## src/rtl/led_owner_arbiter.sv

```systemverilog
// rtl/led_owner_arbiter.sv - fixed-priority owner arbiter for the 16 front-panel LEDs
//
// Picks one of N_SRC pattern sources to drive the LEDs. Source 0 (error) has
// the highest priority and preempts at once; every other ownership lasts at
// least MIN_HOLD cycles so a pattern stays readable.
//
// Optional feature macro: LED_ARB_BLANK_EN
//   When defined, every hand-over between two different sources passes through
//   GAP_CYCLES blank cycles (LEDs dark, no grant).
//
// Ports:
//   clock         system clock (40 MHz)
//   reset         asynchronous, active-high reset
//   req           per-source level request
//   led_src       source i pattern at bits [16*i+15:16*i]
//   led_out       registered LED drive
//   grant         one-hot current owner, zero when idle or blanking
//   active        OR of grant
//   switch_count  saturating count of ownership changes
module led_owner_arbiter #(
  parameter int          N_SRC        = 4,
  parameter int          MIN_HOLD     = 10019750,
  parameter int          HOLD_W       = 24,
  parameter int          GAP_CYCLES   = 4007900,
  parameter logic [15:0] IDLE_PATTERN = 16'h0000
) (
  input  logic                 clock,
  input  logic                 reset,
  input  logic [N_SRC-1:0]     req,
  input  logic [16*N_SRC-1:0]  led_src,
  output logic [15:0]          led_out,
  output logic [N_SRC-1:0]     grant,
  output logic                 active,
  output logic [15:0]          switch_count
);

  localparam int IDX_W = $clog2(N_SRC);

  localparam logic [1:0] ST_IDLE  = 2'd0;
  localparam logic [1:0] ST_OWN   = 2'd1;
`ifdef LED_ARB_BLANK_EN
  localparam logic [1:0] ST_BLANK = 2'd2;
  localparam logic [HOLD_W-1:0] GAP_LOAD = HOLD_W'(GAP_CYCLES - 1);
`endif

  localparam logic [HOLD_W-1:0] HOLD_LOAD = HOLD_W'(MIN_HOLD - 1);

  logic [1:0]        state, state_nxt;
  logic [IDX_W-1:0]  owner, owner_nxt;
  logic [HOLD_W-1:0] hold, hold_nxt;
`ifdef LED_ARB_BLANK_EN
  logic [HOLD_W-1:0] gap, gap_nxt;
`endif

  logic              any_req;
  logic [IDX_W-1:0]  win;
  logic              hold_zero;
  logic              rearb;
  logic              changed;
  logic [15:0]       pat_sel;
  logic [15:0]       led_nxt;
  logic [N_SRC-1:0]  grant_nxt;

  // Lowest requesting index wins; scanning downward leaves the lowest one.
  always_comb begin
    any_req = |req;
    win     = '0;
    for (int i = N_SRC - 1; i >= 0; i--) begin
      if (req[i]) win = IDX_W'(i);
    end
  end

  // Source 0 cuts in regardless of hold; anyone else waits for hold to run out.
  assign hold_zero = (hold == '0);
  assign rearb = (req[0] && (owner != '0)) ||
                 (hold_zero && (!req[owner] || (any_req && (win < owner))));

  always_comb begin
    state_nxt = state;
    owner_nxt = owner;
    hold_nxt  = hold;
    changed   = 1'b0;
`ifdef LED_ARB_BLANK_EN
    gap_nxt   = gap;
`endif
    case (state)
      ST_IDLE: begin
        if (any_req) begin
          state_nxt = ST_OWN;
          owner_nxt = win;
          hold_nxt  = HOLD_LOAD;
          changed   = 1'b1;
        end
      end
      ST_OWN: begin
        hold_nxt = hold_zero ? '0 : hold - HOLD_W'(1);
        if (rearb) begin
          if (!any_req) begin
            state_nxt = ST_IDLE;
            changed   = 1'b1;
          end else if (win != owner) begin
`ifdef LED_ARB_BLANK_EN
            // The count is bumped when BLANK resolves, not here.
            state_nxt = ST_BLANK;
            gap_nxt   = GAP_LOAD;
`else
            owner_nxt = win;
            hold_nxt  = HOLD_LOAD;
            changed   = 1'b1;
`endif
          end
        end
      end
`ifdef LED_ARB_BLANK_EN
      ST_BLANK: begin
        // The gap always runs to completion, even for source 0.
        if (gap == '0) begin
          changed = 1'b1;
          if (any_req) begin
            state_nxt = ST_OWN;
            owner_nxt = win;
            hold_nxt  = HOLD_LOAD;
          end else begin
            state_nxt = ST_IDLE;
          end
        end else begin
          gap_nxt = gap - HOLD_W'(1);
        end
      end
`endif
      default: state_nxt = ST_IDLE;
    endcase
  end

  // Outputs follow the next state so grant and pattern move on the same edge.
  always_comb begin
    pat_sel   = '0;
    grant_nxt = '0;
    for (int i = 0; i < N_SRC; i++) begin
      if (owner_nxt == IDX_W'(i)) begin
        pat_sel      = led_src[16*i +: 16];
        grant_nxt[i] = (state_nxt == ST_OWN);
      end
    end
    if (state_nxt == ST_OWN) begin
      led_nxt = pat_sel;
    end else if (state_nxt == ST_IDLE) begin
      led_nxt = IDLE_PATTERN;
    end else begin
      led_nxt = 16'h0000;
    end
  end

  always_ff @(posedge clock or posedge reset) begin
    if (reset) begin
      state        <= ST_IDLE;
      owner        <= '0;
      hold         <= '0;
`ifdef LED_ARB_BLANK_EN
      gap          <= '0;
`endif
      led_out      <= IDLE_PATTERN;
      grant        <= '0;
      active       <= 1'b0;
      switch_count <= '0;
    end else begin
      state   <= state_nxt;
      owner   <= owner_nxt;
      hold    <= hold_nxt;
`ifdef LED_ARB_BLANK_EN
      gap     <= gap_nxt;
`endif
      led_out <= led_nxt;
      grant   <= grant_nxt;
      active  <= |grant_nxt;
      if (changed && (switch_count != 16'hFFFF)) begin
        switch_count <= switch_count + 16'd1;
      end
    end
  end

endmodule

```

## config.mk

```make
export PLATFORM = sky130hd
export DESIGN_NAME = led_owner_arbiter
export DESIGN_NICKNAME = d
export VERILOG_FILES = /design/src/rtl/led_owner_arbiter.sv
export SDC_FILE = /design/constraint.sdc
export NUM_CORES = 1
export LEC_CHECK = 0
export ABC_CLOCK_PERIOD_IN_PS = 6050
export CAP_MARGIN = 20
export CORE_MARGIN = 2
export CORE_UTILIZATION = 45
export DETAILED_ROUTE_END_ITERATION = 8
export PLACE_DENSITY = 0.73
export SLEW_MARGIN = 25
export SYNTH_ARGS = -nofsm -noshare
export SYNTH_HDL_FRONTEND = slang
export SYNTH_SLANG_ARGS = --single-unit
```

## constraint.sdc

```tcl
create_clock -name clock -period 6.05 [get_ports clock]
set_clock_uncertainty 0.1 [all_clocks]
set_input_delay 1.815 -clock clock [delete_from_list [all_inputs] [get_ports clock]]
set_output_delay 1.815 -clock clock [all_outputs]
set_load 0.01 [all_outputs]
```

# Yosys cells after proc, flatten, opt, wreduce, memory -nomap -nowiden
# Cells that the tools add are included.
# totals
elab_cells	69
input_bits	70
output_inout_bits	37
ff_bits	65
# op_classes
n_addsub	2
n_reduce_logical	15
n_eq_ne	8
muxes	35
magnitude_cmp	2
# ops
op	n
$mux W24	5
$mux W16	5
$pmux W24 S2	1
$logic_not A24 Y1	1
$sub A24 B1 Y24 const B	1
$mux W2	11
$add A16 B1 Y16 const B	1
$ne A16 B16 Y1 const B	1
$mux W1	9
$pmux W2 S2	2
$reduce_or A4 Y1	2
$eq A2 B1 Y1 const B	3
$eq A2 B2 Y1 const B	2
$logic_and A1 B1 Y1	4
$logic_not A2 Y1	2
$reduce_bool A2 Y1	2
$lt A2 B3 Y1 const B	1
$bmux W1 S2	1
$logic_or A1 B1 Y1	2
$lt A2 B2 Y1	1
$ne A2 B2 Y1	1
$ne A2 B2 Y1 const B	1
$pmux W1 S2	1
$reduce_and A2 Y1	1
$logic_not A1 Y1	1

# Longest topological paths before layout
# Gate-level depths: netlist of the first run.
# depth
ltp_word	17
ltp_mapped	13
mapped_depth_nobuf	11

# Least setup slack after synthesis of the first run
# Ideal clock, no wire load.
# synth_path
kind	input port to flip-flop
startpoint	in req[0]
endpoint	reg led_out[12]
required_ns	5.821
arrival_time_ns	4.140
setup_time_ns	0.129
n_path_buf	2
cell_stages	11
path_slack_ns	1.680
path_cell_list	buf_2 nor2_1 o21a_1 ha_1 nor2b_1 o31ai_2 o2111ai_4 a311oi_4 buf_6 mux2i_1 o22ai_2
# synth_between
elab_chain_len	14
word_cells_on_any_way	31
classes_between	1 x order compare; 5 x eq/ne; 17 x mux; 8 x reduce/logical
# synth_lines
item	line	rtl
from (decl)	29	input logic [N_SRC-1:0] req,
$mux W2 or $bmux W1 S2 (tied branches)	69, 76	
$lt A2 B2 Y1 or $mux W1 (tied branches)	76	(hold_zero && (!req[owner] || (any_req && (win < owner))));
$logic_and A1 B1 Y1 or $logic_not A1 Y1 (tied branches)	76	
$logic_or A1 B1 Y1	76	
$logic_and A1 B1 Y1	76	
$logic_or A1 B1 Y1	75	assign rearb = (req[0] && (owner != '0)) ||
$mux W2	97	if (rearb) begin
$pmux W2 S2	86	case (state)
$logic_not A2 Y1	140	if (owner_nxt == IDX_W'(i)) begin
$mux W16 (4 in series)	140	
$mux W16 *	145	if (state_nxt == ST_OWN) begin
net led_nxt[12]	61	logic [15:0] led_nxt;
to (signal assigned)	173	led_out <= led_nxt;
to (decl)	31	output logic [15:0] led_out,
# Mark *: on every way through the listed nets, which the timed path passes. The rest lies on a longest branch. The select of a mux whose other input is x is not followed.
# A chain may end at the register's enable or synchronous reset.

# Final worst setup path of the first run
# layout_path
startpoint	in req[0]
endpoint	reg led_out[8]
# The elaborated chain is that of the path after synthesis.

==> results of run 1 <==
[cell families (layout without fill, tap and decap cells)]
| logic type | after synthesis | in the layout |
|---|---|---|
| AND/OR/NAND/NOR | 114 | 114 |
| other | 1 | 1 |
| buffers and inverters | 26 | 136 |
| XOR/XNOR | 16 | 16 |
| flip-flops | 65 | 65 |
| multiplexers | 33 | 33 |
| AO/OA/AOI/OAI | 97 | 97 |
| adder cells (fa/ha/maj) | 4 | 4 |
[metal layers]
| layer | vias up | GRT usage (%) | share of wire [%] |
|---|---|---|---|
| met3 | 14 | 8.62 | 9.1 |
| met5 | - | 0 | 0 |
| li1 | 1517 | - | - |
| met2 | 109 | 34.8 | 48 |
| met4 | 0 | 7.61 | 1.3 |
| met1 | 1530 | 25.7 | 41 |
[cell type report]
cell class / instances / area (um^2)
Fill cell: 664 / 3110
Inverter: 10 / 37.5
Multi-Input combinational cell: 265 / 1950
Clock inverter: 5 / 55.1
Timing Repair Buffer: 110 / 1090
Clock buffer: 11 / 141
Sequential cell: 65 / 1630
Tap cell: 105 / 131
[path summary, 6_finish.rpt]
path / cells after the start / slack [ns] / to
setup / recovery: 11 / 1.22 / led_out[8]
hold / removal: 1 / 0.39 / hold[18]
setup reg to reg: 10 / 2.63 / led_out[15]
hold reg to reg: 1 / 0.39 / hold[18]
max in group asynchronous: 3 / 3.18 / hold[8]
min in group asynchronous: 2 / 1.77 / led_out[1]
[flip-flops by register name (all words and copies together), names as in the netlist]
signal,flops
grant,4
switch_count,16
led_out,16
state,2
active,1
hold,24
owner,2
[Yosys cell counts (all sizes together) (2+ instances only)]
library cell / instances
o22ai: 19
xor2: 9
a21oi: 19
nor2: 41
or4: 6
o41ai: 2
ha: 4
o2111ai: 2
dfrtp: 65
xnor2: 7
nor4: 3
o21ai: 17
nor3: 11
nand2: 21
and4: 3
clkbuf: 5
and3: 2
o31ai: 8
or2: 3
a31oi: 6
nand4: 4
or3: 2
o22a: 7
buf: 11
nand2b: 3
o21a: 6
inv: 10
nand3: 6
a21o: 3
mux2i: 32
nor2b: 4
nor3b: 2
[cells in the final DEF, fill, tap and decap left out, types with 9 or more instances in the layout]
cell type | netlist | final
xor2_1 | 9 | 9
nor2_1 | 41 | 41
dfrtp_1 | 65 | 65
a21oi_1 | 19 | 19
mux2i_1 | 32 | 32
o21ai_0 | 16 | 16
o22ai_2 | 15 | 15
clkdlybuf4s50_1 | 0 | 106
nand2_1 | 20 | 20
clkbuf_8 | 0 | 10
[worst max-delay path, cell delays in order]
cell,delay [ns]
clkdlybuf4s50_1,0.64
nor2_1,0.11
o21a_1,0.13
ha_1,0.33
nor2b_1,0.16
o31ai_2,0.34
o2111ai_4,0.20
a311oi_4,0.29
buf_4,0.48
mux2i_1,0.30
o22ai_2,0.10
[power by group]
| part | internal [mW] | switching [mW] |
|---|---|---|
| Combinational | 0.280 | 0.253 |
| Sequential | 0.510 | 0.0618 |
| Clock | 0.200 | 0.169 |
[per-stage QoR]
stage               hold WS [ns]  instances
detailed placement         0.373        555
finish                     0.385        571
global placement           0.366        555
CTS                        0.391        571
global route               0.405        571
floorplan                  0.349        356
==> flow_summary_export.csv, run 1 <==
group,metric,value,unit
clock_tree,cts_hold_buf,0,
floorplan,rows,33,
floorplan,die_x,95.1,um
yosys,yosysTopAreaCellShare,43.5,%
sta,finalCritPeriodShare,79.8,%
clock_tree,clkTransAtPathRegs,0.08,ns
routing,ant_nets,0,
setup_path,crit_start,"req[0]",
yosys,synth_flop_cell,"dfrtp_1",
yosys,synth_compound_area_share,20.9,%
routing,wl_per_cell,16.1,um
yosys,synth_area_leader_cell,"dfrtp_1",
floorplan,die_h,95.1,um
routing,remaining_drc_errors,0,
setup_path,arrival,4.93,ns
yosys,seq_area_frac_synth,43.5,%
yosys,synth_edf_count,0,
clock_tree,clock_latency,0.34,ns
setup_path,critical_path_class,"input port to register",
sta,hold_viol,0,
finish,diodes,0,
placed_design,pre_cts_ws,0.864,ns
power,leakagePower,2.10,nW
finish,utilization,61.8,%
floorplan,start_util,45.9,%
flow_run,max-cap-violations,0,
yosys,syn_avg_cell_area,10.5,um^2
finish,fin_area,0.00503,mm^2
routing,drtIter0Drc,166,
yosys,synth_simple_gate_area_share,17.1,%
routing,first_pass_iters,4,
sta,rsz0062_at_grt,"no",
placed_design,io_buffer_count,106,
sta,relSlewSlack,54.3,%
power,ir_drop,0.000167,V
power,p_total,1.47,mW
clock_tree,clk_path_buf_depth,2,
sta,setup_slack,1.22,ns
global_route,grt_pass1_vias,3230,
global_route,track_usage,21.4,%
floorplan,fp.dieArea,0.00905,mm^2
floorplan,core,0.00813,mm^2
setup_path,crit_fanout,33,
setup_path,cp.required,6.15,ns
yosys,synth_cell_types,62,
yosys,synth-xor-area-share,3.75,%
setup_path,cp-start-kind,"input port",
yosys,async_reset_ff_share,100,%
sta,min_period,4.83,ns
clock_tree,cts_buffers,9,
sta,setup_tns,0,ns
worst_hold_path,min_from,"hold[18]",
finish,syn2layout_area_growth,34.5,%
yosys,ys_ff_latch,65,
routing,num_vias,3170,
global_route,grt_max_degree,38,
sta,finalSetupViolCount,0,
yosys,yosys_warnings,0,
global_route,overflow,0,
placed_design,dp_hpwl,6.65,mm
clock_tree,cts_sinks,65,
sta,fmax,207,MHz
worst_hold_path,hold_path.class,"register to register",
clock_tree,cts_tree,"yes",
finish,drive_above_1_share,12.0,%
yosys,syn_nets,430,
yosys,synth.area.top_cells,"dfrtp_1, mux2i_1, o22ai_2",
setup_path,setup.worst_path.end_class,"register",
clock_tree,post_cts_buffers,0,
yosys,synth_fa_ha_area_share,1.34,%
placed_design,dpl-instance-area,0.00483,mm^2
finish,nets,535,
yosys,mappedNetlistArea,0.00374,mm^2
yosys,synthMuxAreaShare,8.87,%
yosys,synth_top_family_by_area,"compound AO/OA/AOI/OAI gates",
clock_tree,cts-resized-gates,0,
yosys,synthesis.instances,356,
floorplan,ioPinCount,107,
global_route,antenna_found_initial,0,
power,power_density,293,mW/mm^2
clock_tree,clockRootBuffer,"clkbuf_8",
routing,via_per_inst,5.55,
routing,routed_wl,9.20,mm
placed_design,place_congestion,0.925,
clock_tree,cts_max_level,3,
setup_path,regToRegStartpoint,"hold[0]",
run_status,outcome,"completed",
global_route,grt_pass1_wl,15.0,mm
sta,maxSlewViolCount,0,
sta,tightest_slew,0.686,ns
Power figures use the tool's default switching activity.
==> run 2: changes to the inputs <==
- ABC_CLOCK_PERIOD_IN_PS: 6050 -> 4500
- clock period: 6.05 -> 4.5 ns (I/O delays scaled with it)
==> run 2 against run 1 <==
  * Critical path depth unchanged
  * Worst setup slack got worse by 0.77 ns
  * Power increased by 38%
  * Flip-flop and latch count unchanged
  * Hold slack got worse by 0.0023 ns
  * Global-route usage decreased by 0.11 points
  * Routed wire length decreased by 0.37%
  * Sequential power increased by 35%
  * First-iteration DRC count decreased by 31%
  * Cell count increased by 1.1%
  * Critical path type unchanged
  * Critical endpoint is now led_out[1]
==> flow_summary_export.csv, run 2 (synthesized netlist as in run 1, its figures left out) <==
group,metric,value,unit
clock_tree,post_cts_buffers,0,
setup_path,critical_path_class,"input port to register",
finish,layout_common_cells,"clkdlybuf4s50_1, dfrtp_1, nor2_1, mux2i_1, nand2_1",
clock_tree,cts_buffers,9,
clock_tree,cts_max_level,3,
finish,largest-register,"hold",
sta,hold_viol,0,
floorplan,die_x,95.1,um
finish,fin_area,0.00512,mm^2
global_route,grt_busiest_layer,"met2",
setup_path,crit_fanout,33,
routing,via_per_inst,5.57,
floorplan,core,0.00813,mm^2
floorplan,ioPinCount,107,
routing,routed_wl,9.17,mm
floorplan,start_util,45.9,%
routing,wl_per_cell,15.9,um
global_route,met2_usage,36.0,%
global_route,met3_usage,8.22,%
worst_hold_path,hold_path.class,"register to register",
finish,reg_top3,"hold x24, led_out x16, switch_count x16",
routing,remaining_drc_errors,0,
power,ir_drop,0.000185,V
routing,drtIter0Drc,114,
setup_path,cp-start-kind,"input port",
finish,largest_reg_flops,24,
global_route,overflow,0,
sta,fmax,247,MHz
clock_tree,clk_path_buf_depth,2,
sta,finalCritPeriodShare,90.0,%
global_route,track_usage,21.3,%
sta,setup_tns,0,ns
floorplan,fp.dieArea,0.00905,mm^2
routing,ant_nets,0,
sta,relSlewSlack,53.5,%
finish,seq_area,0.00163,mm^2
placed_design,place_congestion,0.885,
finish,diodes,0,
routing,first_pass_iters,5,
global_route,grt_pass1_wl,15.0,mm
finish,nets,541,
finish,nFillCells,670,
power,switchingPower,648,uW
clock_tree,clockRootBuffer,"clkbuf_8",
sta,rsz0062_at_grt,"no",
setup_path,cp.required,4.62,ns
sta,min_period,4.05,ns
global_route,grt_pass1_vias,3167,
global_route,antenna_found_initial,0,
setup_path,arrival,4.17,ns
finish,syn2layout_area_growth,36.9,%
floorplan,die_h,95.1,um
power,sequentialPowerShare,37.9,%
placed_design,dp_hpwl,6.80,mm
clock_tree,clock_latency,0.34,ns
finish,multi_input_area,0.00195,mm^2
clock_tree,cts_sinks,65,
finish,mostFrequentLayoutCell,"clkdlybuf4s50_1",
placed_design,dpl-instance-area,0.00490,mm^2
power,pwr-share-comb,36.3,%
global_route,grt_max_degree,34,
placed_design,io_buffer_count,106,
flow_run,max-cap-violations,0,
power,p_int,1.38,mW
sta,maxSlewViolCount,0,
run_status,outcome,"completed",
clock_tree,cts-resized-gates,0,
clock_tree,cts_hold_buf,0,
finish,drive_above_1_share,13.3,%
sta,finalSetupViolCount,0,
setup_path,setup.worst_path.end_class,"register",
routing,num_vias,3216,
clock_tree,cts_tree,"yes",
power,leakagePower,2.15,nW
power,power_density,397,mW/mm^2
global_route,grt.met1_usage,24.7,%
floorplan,rows,33,
sta,tightest_slew,0.697,ns
clock_tree,clkTransAtPathRegs,0.07,ns
power,p_sw_share,31.9,%
power,pwr-share-clk,25.8,%
-- run 2: cell types whose count changed in the layout (fill, tap and decap cells not counted) --
| cell | before | now |
|---|---|---|
| buf_4 | 4 | 8 |
| clkinv_2 | 2 | 1 |
| clkbuf_8 | 10 | 12 |
| buf_12 | 0 | 2 |
| clkbuf_1 | 1 | 0 |
-- run 2: path summary, 6_finish.rpt --
path / depth (start not counted) / end / slack (ns) / startpoint
setup / recovery: 11 / led_out[1] / 0.45 / req[3]
hold / removal: 1 / hold[18] / 0.38 / hold[18]
setup reg to reg: 9 / hold[22] / 1.33 / hold[0]
hold reg to reg: 1 / hold[18] / 0.38 / hold[18]
max in group asynchronous: 3 / led_out[12] / 2.24 / reset
min in group asynchronous: 2 / hold[12] / 1.35 / reset
-- run 2: worst max-delay path: stages --
cell	delay [ns]
clkdlybuf4s50_1	0.50
nor2b_1	0.18
o21bai_1	0.32
ha_1	0.23
nor2b_1	0.05
o31ai_2	0.33
o2111ai_4	0.20
a311oi_4	0.35
buf_12	0.28
mux2i_1	0.26
o22ai_2	0.10
-- run 2: through the flow --
step	setup slack, ns	hold slack, ns	util [%]	power (mW)	cells
after CTS	0.443	0.384	62.9	2.05	577
final	0.449	0.383	62.9	2.03	577
after global placement	0.182	0.368	60.3	1.51	561
after floorplan	0.595	0.349	-	1.22	356
after detailed placement	0.0996	0.375	60.3	1.52	561
after global routing	0.237	0.405	62.9	2.15	577
-- run 2: layer usage --
layer	vias up	routed length, um
met2	116	4530
met5	-	0
met3	11	845
li1	1535	-
met1	1554	3680
met4	0	118
-- run 2: power by group through the flow --
stage               clock network, mW  registers, mW  logic [mW]
floorplan                           0          0.805       0.414
global placement                    0          0.777       0.732
detailed placement                  0          0.781       0.743
CTS                             0.533          0.770       0.748
global route                    0.563          0.784       0.806
finish                          0.523          0.770       0.737
-- run 2: layout make-up --
| cell class | count | area share, % |
|---|---|---|
| Sequential cell | 65 | 31.8 |
| Inverter | 10 | 0.733 |
| Timing Repair Buffer | 116 | 22.7 |
| Clock inverter | 4 | 0.978 |
| Multi-Input combinational cell | 265 | 38.0 |
| Clock buffer | 12 | 3.23 |
| Tap cell | 105 | 2.57 |
==> run 3: changes to the inputs <==
- PLACE_DENSITY: 0.73 -> 0.76
==> run 3 against run 2 <==
  * Core utilization fell by 0.28 points
  * Sequential power barely moved
  * Maximum frequency fell by 0.25%
  * Flip-flop and latch count did not move
  * Power fell by 0.56%
  * Count of clock-buffer cells in the layout fell by 2
  * Worst setup slack got worse by 0.010 ns
  * Die area did not move
  * Critical endpoint unchanged
  * Hold slack improved by 0.015 ns
  * Sequential share of layout area rose by 0.14 points
  * First-iteration DRC count rose by 6.1%
==> flow_summary_export.csv, run 3 (synthesized netlist as in run 1, its figures left out) <==
group,metric,value,unit
floorplan,start_util,45.9,%
clock_tree,cts_max_level,3,
routing,wl_per_cell,15.9,um
finish,utilization,62.6,%
routing,num_vias,3190,
setup_path,cp.required,4.63,ns
finish,nets,541,
routing,ant_nets,0,
global_route,antenna_found_initial,0,
floorplan,ioPinCount,107,
floorplan,core,0.00813,mm^2
run_status,outcome,"completed",
setup_path,reg2reg_slack,1.32,ns
clock_tree,post_cts_buffers,0,
setup_path,crit_fanout,33,
clock_tree,clockRootBuffer,"clkbuf_8",
floorplan,die_x,95.1,um
placed_design,placed_cells,561,
floorplan,rows,33,
finish,largest-register,"hold",
worst_hold_path,hold_path.class,"register to register",
clock_tree,cts-resized-gates,0,
floorplan,fp.dieArea,0.00905,mm^2
setup_path,cp-start-kind,"input port",
sta,tightest_slew,0.671,ns
routing,first_pass_iters,4,
clock_tree,clock_latency,0.35,ns
routing,remaining_drc_errors,0,
setup_path,setup.worst_path.end_class,"register",
setup_path,rr_endpoint,"led_out[14]",
finish,drive_above_1_share,13.3,%
power,leakagePower,2.14,nW
sta,maxSlewViolCount,0,
finish,syn2layout_area_growth,36.3,%
setup_path,ff2ff_path_depth,10,
placed_design,dp_hpwl,6.91,mm
sta,min_period,4.06,ns
clock_tree,cts_hold_buf,0,
global_route,track_usage,21.9,%
sta,setup_slack,0.439,ns
sta,relSlewSlack,55.3,%
clock_tree,cts_buffers,9,
routing,drtIter0Drc,121,
setup_path,arrival,4.19,ns
finish,reg_top3,"hold x24, led_out x16, switch_count x16",
worst_hold_path,min_path_cells,1,
power,ir_drop,0.000201,V
global_route,overflow,0,
setup_path,critical_path_class,"input port to register",
global_route,grt_pass1_vias,3322,
worst_hold_path,min_from,"hold[18]",
sta,finalSetupViolCount,0,
placed_design,pre_cts_ws,0.0837,ns
worst_hold_path,hold_end,"hold[18]",
finish,nFillCells,649,
placed_design,io_buffer_count,106,
sta,setup_tns,0,ns
finish,final_cells,577,
finish,largest_reg_flops,24,
finish,diodes,0,
routing,via_per_inst,5.53,
floorplan,die_h,95.1,um
finish,layout_common_cells,"clkdlybuf4s50_1, dfrtp_1, nor2_1, mux2i_1, nand2_1",
global_route,grt_pass1_wl,15.2,mm
clock_tree,cts_tree,"yes",
finish,mostFrequentLayoutCell,"clkdlybuf4s50_1",
sta,hold_viol,0,
placed_design,place_congestion,0.778,
power,p_total,2.02,mW
flow_run,max-cap-violations,0,
clock_tree,cts_sinks,65,
sta,rsz0062_at_grt,"no",
sta,finalCritPeriodShare,90.2,%
clock_tree,clkTransAtPathRegs,0.08,ns
clock_tree,clk_path_buf_depth,2,
routing,routed_wl,9.18,mm
power,power_density,396,mW/mm^2
sta,fmax,246,MHz
global_route,grt_max_degree,34,
setup_path,regToRegStartpoint,"hold[0]",
[run 3: cell types whose count changed in the layout (fill, tap and decap cells not counted), sizes merged]
cell,before,now
clkinv,1,3
clkbuf,12,10
[run 3: worst max-delay path: stages]
cell and delay (ns):
clkdlybuf4s50_1 0.52, o21a_1 0.25, ha_1 0.33, nor2b_1 0.17, o31ai_2 0.33, o2111ai_4 0.19
a311oi_4 0.35, buf_12 0.28, mux2i_1 0.28, o22ai_2 0.11
[run 3: metrics by stage]
stage	instance area (um^2)	hold WS (ns)
after detailed placement	4890	0.385
after floorplan	3740	0.349
after global placement	4890	0.373
final	5090	0.398
after CTS	5090	0.396
after global routing	5090	0.411
[run 3: final cells by class]
type                            instances  area [um^2]  area share [%]
Clock inverter                          6         67.6            1.33
Multi-Input combinational cell        265         1950            38.2
Inverter                               10         37.5           0.737
Sequential cell                        65         1630            31.9
Clock buffer                           10          138            2.70
Timing Repair Buffer                  116         1150            22.5
Tap cell                              105          131            2.58
[run 3: worst max-delay path by stage]
| stage | start | endpoint | slack [ns] |
|---|---|---|---|
| after floorplan | req[0] | led_out[12] | 0.60 |
| after global placement | req[1] | led_out[0] | 0.16 |
| after detailed placement | req[2] | led_out[1] | 0.08 |
| after CTS | req[1] | led_out[1] | 0.46 |
| after global routing | req[2] | led_out[1] | 0.28 |
| final | req[2] | led_out[1] | 0.44 |
[run 3: routing by layer]
layer	wire, um	vias up	GRT usage (%)	share of wire [%]
li1	-	1528	-	-
met1	3670	1529	24.6	40
met2	4520	109	36.6	49
met3	732	24	7.91	8.0
met4	249	0	10.9	2.7
met5	0	-	0	0
[run 3: power by group]
group          leakage [nW]  switching, mW  internal, mW
combinational          1.25          0.343         0.392
clock                0.0985          0.241         0.271
sequential            0.790         0.0854         0.686
total                  2.14          0.669          1.35
